<file path="config.mk">
export PLATFORM = sky130hd
export DESIGN_NAME = memory_unit
export DESIGN_NICKNAME = d
export VERILOG_FILES = /design/src/rtl/memory_unit_pkg.sv /design/src/rtl/memory_unit_load_align.sv /design/src/rtl/memory_unit.sv
export SDC_FILE = /design/constraint.sdc
export NUM_CORES = 1
export LEC_CHECK = 0
export BUFFER_PORTS_ARGS = -buffer_cell sky130_fd_sc_hd__buf_2
export CORE_AREA = 2 2 187 189
export CTS_BUF_LIST = sky130_fd_sc_hd__clkbuf_4 sky130_fd_sc_hd__clkbuf_8 sky130_fd_sc_hd__clkbuf_16
export DETAILED_ROUTE_END_ITERATION = 8
export DIE_AREA = 0 0 189 191
export HOLD_SLACK_MARGIN = 0.1
export PLACE_DENSITY = 0.5
export REMOVE_ABC_BUFFERS = 1
export SYNTH_ARGS = -nofsm -noshare
export SYNTH_HDL_FRONTEND = slang
export SYNTH_SLANG_ARGS = --single-unit
</file>
<file path="constraint.sdc">
create_clock -name clk_i -period 2.9 [get_ports clk_i]
set_input_delay 0.145 -clock clk_i [delete_from_list [all_inputs] [get_ports clk_i]]
set_output_delay 0.145 -clock clk_i [all_outputs]
set_load 0.005 [all_outputs]
</file>
<file path="src/rtl/memory_unit_pkg.sv">
// Shared encodings for the memory stage: load/store funct3 codes, AMO funct7[6:2]
// codes and the bubble instruction word.
package memory_unit_pkg;

  localparam logic [31:0] NOP_INSTR = 32'h0000_0033;

  typedef enum logic [2:0] {
    F3_LB  = 3'b000,
    F3_LH  = 3'b001,
    F3_LW  = 3'b010,
    F3_LBU = 3'b100,
    F3_LHU = 3'b101
  } load_f3_e;

  // Store access size lives in funct3[1:0]
  typedef enum logic [1:0] {
    ST_B = 2'b00,
    ST_H = 2'b01,
    ST_W = 2'b10
  } store_size_e;

  localparam logic [4:0] AMO_LR = 5'b00010;
  localparam logic [4:0] AMO_SC = 5'b00011;

endpackage

</file>
<file path="src/rtl/memory_unit_load_align.sv">
// Load alignment: selects the byte/halfword lane of an already-fetched word and
// sign- or zero-extends it according to funct3.
module mem_load_align
  import memory_unit_pkg::*;
(
  input  logic [2:0]  i_funct3,
  input  logic [1:0]  i_addr_lo,
  input  logic [31:0] i_word,
  output logic [31:0] o_data
);

  logic [7:0]  w_byte;
  logic [15:0] w_half;

  assign w_byte = i_word[{i_addr_lo, 3'b000} +: 8];
  assign w_half = i_addr_lo[1] ? i_word[31:16] : i_word[15:0];

  always_comb begin
    case (i_funct3)
      F3_LB:   o_data = {{24{w_byte[7]}}, w_byte};
      F3_LH:   o_data = {{16{w_half[15]}}, w_half};
      F3_LBU:  o_data = {24'd0, w_byte};
      F3_LHU:  o_data = {16'd0, w_half};
      default: o_data = i_word;
    endcase
  end

endmodule

</file>
<file path="src/rtl/memory_unit.sv">
// RV32 memory stage: data-memory/CSR write strobes, load alignment, LR/SC
// reservation and the registered MW writeback triple. Define RV32A_EN for atomics.
module memory_unit
  import memory_unit_pkg::*;
#(
  parameter logic [31:0] NOP = NOP_INSTR
) (
  input  logic        clk_i,
  input  logic        reset_i,
  input  logic        M_stall_i,
  input  logic [31:0] EM_PC_i,
  input  logic [31:0] EM_instr_i,
  input  logic        EM_nop_i,
  input  logic        EM_isLoad_i,
  input  logic        EM_isStore_i,
  input  logic        EM_isCSR_i,
  input  logic        EM_isAMO_i,
  input  logic        EM_wbEnable_i,
  input  logic [5:0]  EM_rdId_i,
  input  logic [5:0]  EM_rs1Id_i,
  input  logic [11:0] EM_csrId_i,
  input  logic [2:0]  EM_funct3_i,
  input  logic [6:0]  EM_funct7_i,
  input  logic [31:0] EM_rs2_i,
  input  logic [31:0] EM_Eresult_i,
  input  logic [31:0] EM_addr_i,
  input  logic [31:0] EM_Mdata_i,
  input  logic [31:0] EM_CSRdata_i,
  output logic [31:0] DMemWAddr_o,
  output logic [31:0] DMemWData_o,
  output logic [3:0]  DMemWMask_o,
  output logic        csrWEnable_o,
  output logic [11:0] csrWAddr_o,
  output logic [31:0] csrWData_o,
  output logic [31:0] MW_PC_o,
  output logic [31:0] MW_instr_o,
  output logic        MW_nop_o,
  output logic        MW_wbEnable_o,
  output logic [5:0]  MW_rdId_o,
  output logic [31:0] MW_wbData_o
);

  logic        w_active;
  logic [29:0] w_word;
  logic [31:0] w_load_data;
  logic        w_amo;
  logic        w_lr;
  logic        w_sc;
  logic        w_sc_ok;
  logic [3:0]  w_mask;
  logic [31:0] w_wdata;
  logic [31:0] w_wb_data;

  assign w_active = !EM_nop_i && !M_stall_i && !reset_i;
  assign w_word   = EM_addr_i[31:2];

  mem_load_align u_load_align (
    .i_funct3  (EM_funct3_i),
    .i_addr_lo (EM_addr_i[1:0]),
    .i_word    (EM_Mdata_i),
    .o_data    (w_load_data)
  );

`ifdef RV32A_EN
  logic        r_res_valid;
  logic [29:0] r_res_addr;
  logic        w_unused;

  assign w_amo    = EM_isAMO_i;
  assign w_lr     = w_amo && (EM_funct7_i[6:2] == AMO_LR);
  assign w_sc     = w_amo && (EM_funct7_i[6:2] == AMO_SC);
  assign w_sc_ok  = r_res_valid && (r_res_addr == w_word);
  assign w_unused = ^{EM_funct7_i[1:0], EM_rs1Id_i[5]};

  // Any committed write to the reserved word, or an SC, drops the reservation.
  // NOTE: sequential state uses non-blocking assignments so every flop samples pre-edge values.
  always_ff @(posedge clk_i) begin
    if (reset_i) begin
      r_res_valid <= 1'b0;
    end else if (w_active) begin
      if (w_lr) begin
        r_res_valid <= 1'b1;
        r_res_addr  <= w_word;
      end else if (w_sc || ((w_mask != 4'b0000) && (w_word == r_res_addr))) begin
        r_res_valid <= 1'b0;
      end
    end
  end
  // NOTE: r_res_addr has no reset; it is only observed while r_res_valid is set.
`else
  logic w_unused;

  assign w_amo    = 1'b0;
  assign w_lr     = 1'b0;
  assign w_sc     = 1'b0;
  assign w_sc_ok  = 1'b0;
  assign w_unused = ^{EM_isAMO_i, EM_funct7_i, EM_rs1Id_i[5]};
`endif

  // NOTE: every combinational output gets a default first so no latch is inferred.
  always_comb begin
    w_mask  = 4'b0000;
    w_wdata = EM_rs2_i;
    if (w_active) begin
      if (w_amo) begin
        if (w_sc) begin
          if (w_sc_ok) w_mask = 4'b1111;
        end else if (!w_lr) begin
          w_mask  = 4'b1111;
          w_wdata = EM_Eresult_i;
        end
      end else if (EM_isStore_i) begin
        case (EM_funct3_i[1:0])
          ST_B: begin
            w_mask  = 4'b0001 << EM_addr_i[1:0];
            w_wdata = {4{EM_rs2_i[7:0]}};
          end
          ST_H: begin
            w_mask  = EM_addr_i[1] ? 4'b1100 : 4'b0011;
            w_wdata = {2{EM_rs2_i[15:0]}};
          end
          default: w_mask = 4'b1111;
        endcase
      end
    end
  end

  assign DMemWAddr_o = {EM_addr_i[31:2], 2'b00};
  assign DMemWData_o = w_wdata;
  assign DMemWMask_o = w_mask;

  assign csrWAddr_o   = EM_csrId_i;
  assign csrWData_o   = EM_Eresult_i;
  assign csrWEnable_o = w_active && EM_isCSR_i &&
                        ((EM_funct3_i[1:0] == 2'b01) ||
                         (EM_funct3_i[1] && (EM_rs1Id_i[4:0] != 5'd0)));

  always_comb begin
    w_wb_data = EM_Eresult_i;
    if (EM_isLoad_i)      w_wb_data = w_load_data;
    else if (w_amo)       w_wb_data = w_sc ? {31'd0, !w_sc_ok} : EM_Mdata_i;
    else if (EM_isCSR_i)  w_wb_data = EM_CSRdata_i;
  end

  always_ff @(posedge clk_i) begin
    if (reset_i) begin
      MW_PC_o       <= 32'd0;
      MW_instr_o    <= NOP;
      MW_nop_o      <= 1'b1;
      MW_wbEnable_o <= 1'b0;
      MW_rdId_o     <= 6'd0;
      MW_wbData_o   <= 32'd0;
    end else if (!M_stall_i) begin
      MW_PC_o       <= EM_PC_i;
      MW_instr_o    <= EM_instr_i;
      MW_nop_o      <= EM_nop_i;
      MW_wbEnable_o <= !EM_nop_i && EM_wbEnable_i && (EM_rdId_i != 6'd0);
      MW_rdId_o     <= EM_rdId_i;
      MW_wbData_o   <= w_wb_data;
    end
  end

endmodule

</file>
==> reports/qor.txt <==
status: finished clean
die width: 189 um
sw frac: 0.294
RSZ-0062 raised after global routing: false
initial antenna violation count: 2
final core utilization: 0.260
clock tree buffer depth: 2
largest net degree at the start of global routing: 69
CTS tree: yes
post-synth top area share: 0.356
sequential power share: 0.417
DRT Wirelength: 28400 um
grt total ovfl: 0
largest vdd supply drop: 0.450 mV
final hold vios: 0
CP startpoint kind: input port
fin nets: 1306
count of non-filler cells in the finished layout: 1498
critical path class: input port to primary output
total CTS buffers: 9
drt pass-1 iters: 4
Crit. End Element: primary output
H-tree Lvls: 3
Syn Std Cell Area: 5850 sq um
io pins: 484
final setup vio count: 0
final worst slack: 0.271 ns
Area growth, synth to finish: 51.7%
later-pin clock latency in the skew report: 0.37 ns
Power Internal: 2.67 mW
post-CTS setup buffer count: 0
Rows: 68
Clock Power Share: 0.349
Starting Density: 0.171
die area: 36100 sq um
Slew HR: 0.449
most common cell after layout, fill and taps aside: buf_2
Slew Limit Fails: 0
GPL Wtd Cong: 0.753
minimum clock period: 2.63 ns
Min Hold Slack: 0.167 ns
core area: 34100 sq um
Power Density: 426 nW/um^2
HP Class: input port to register
vias in the first global route: 6230
Area contributors post-synth: dfxtp_1, mux2i_1, buf_4
Yosys top cell by area: dfxtp_1
most frequent cells in the layout: buf_2, mux2i_1, dfxtp_1, dlygate4sd3_1, nor2_1
yosys warns: 0
Max Clock Skew: 0 ns
Crit Path Max Fanout: 8
Tcrit/Tclk final: 0.906
library cells used by synthesis: 35
vias per inst: 4.13
first-pass GRT wire length: 39700 um
CP arrival: 2.48 ns
Root Driver: clkbuf_16
port buffer count: 388
# diodes: 0
# Max-Cap Violations: 0
fmax: 380 MHz
Die Y: 191 um
Leak: 4.43 nW
clock transition at the registers of the reported paths: 0.08 ns
post-route ant nets: 0
drt drc: 0
vias: 6183
part of the power in combinational logic: 0.233
Switch Pwr: 1.11 mW
CTS resizes: 0
hpwl dp: 21700 um
1st-iter DRT viols: 204
syn_area_per_cell: 8.79 sq um
DP Cell Count: 1388
register area share after synthesis: 0.356
DP Worst Slack: 0.767 ns
share of cells above drive strength 1: 0.437
#FFs+latches synth: 104
Fin Setup TNS: 0 ns
Slew @ Worst Pin: 0.825 ns
WP data required: 2.76 ns
Synth Instances: 665
Routed WL per cell: 19.0 um
clk sinks: 104
gr usage total: 0.151
-- stage by stage --
step	power, mW	instance area, sq um
3_3_place_gp	2.39	7610
2_1_floorplan	1.89	5010
3_5_place_dp	2.39	7610
6_report	3.77	8870
5_1_grt	4.00	8870
4_1_cts	3.88	8870
-- state kept, by name, indices dropped and copies added, names as in the netlist --
signal,count
MW_PC_o,32
MW_wbData_o,32
MW_nop_o,1
MW_rdId_o,6
MW_wbEnable_o,1
MW_instr_o,32
-- Yosys cell counts (all sizes together) --
library cell	number
mux2i	110
buf	104
dfxtp	104
nor2	80
nand2	61
o21ai	42
a21oi	30
clkbuf	29
mux2	27
o211ai	23
o21a	14
nor3	8
o221a	8
inv	5
nand2b	5
o2111ai	2
a221o	1
a221oi	1
a22oi	1
a31oi	1
conb	1
mux4	1
nor2b	1
nor3b	1
nor4	1
o22ai	1
o311ai	1
or4	1
or4b	1
-- cell type report --
class	count	area (sq um)
Tap cell	455	569
Sequential cell	104	2080
Timing Repair Buffer	495	2990
Inverter	5	18.8
Clock inverter	6	78.8
Multi-Input combinational cell	424	2910
Fill cell	3727	25300
Clock buffer	9	225
-- final timing paths --
kind,from,to,slack (ns),cells after the start
hold reg to reg,MW_wbEnable_o$_SDFFE_PP0N_,MW_wbEnable_o$_SDFFE_PP0N_,0.46,2
setup reg to reg,MW_wbData_o[7]$_SDFFE_PP0N_,MW_wbData_o[7]$_SDFFE_PP0N_,1.89,3
setup / recovery,EM_nop_i,DMemWData_o[8],0.27,6
hold / removal,EM_isLoad_i,MW_wbData_o[6]$_SDFFE_PP0N_,0.17,3
-- per-layer routing --
| metal | GRT usage | part of all wire |
|---|---|---|
| met1 | 0.165 | 0.39 |
| met2 | 0.237 | 0.44 |
| met3 | 0.102 | 0.15 |
| met4 | 0.0403 | 0.015 |
| met5 | 0.0288 | 0.0046 |
-- repair_timing --
item / CTS / global route
setup endpoints to repair: 0 / 0
hold buffers: 95 / 0
hold endpoints to repair: 95 / 0
-- power by group through the flow --
| stage | combinational (mW) | clock (mW) | sequential, mW |
|---|---|---|---|
| after CTS | 0.893 | 1.41 | 1.57 |
| after detailed placement | 0.790 | 0 | 1.60 |
| final | 0.881 | 1.32 | 1.57 |
| after floorplan | 0.277 | 0 | 1.61 |
| after global placement | 0.783 | 0 | 1.60 |
| after global routing | 0.968 | 1.44 | 1.59 |
-- critical path, stage by stage --
cell,delay (ns)
dlygate4sd3_1,0.53
buf_2,0.14
or4b_1,0.69
nand2b_1,0.46
mux2_2,0.39
buf_2,0.13
-- logic make-up (layout without fill, tap and decap cells) --
| group | Yosys count | count (layout) | share of synthesized area |
|---|---|---|---|
| and+or+nand+nor | 159 | 159 | 0.110 |
| muxes | 138 | 138 | 0.247 |
| buffers and inverters | 138 | 515 | 0.147 |
| AOI/OAI and AO/OA | 125 | 125 | 0.139 |
| DFF | 104 | 104 | 0.356 |
| other | 1 | 2 | 0.000642 |
(Power assumes the default switching activity.)
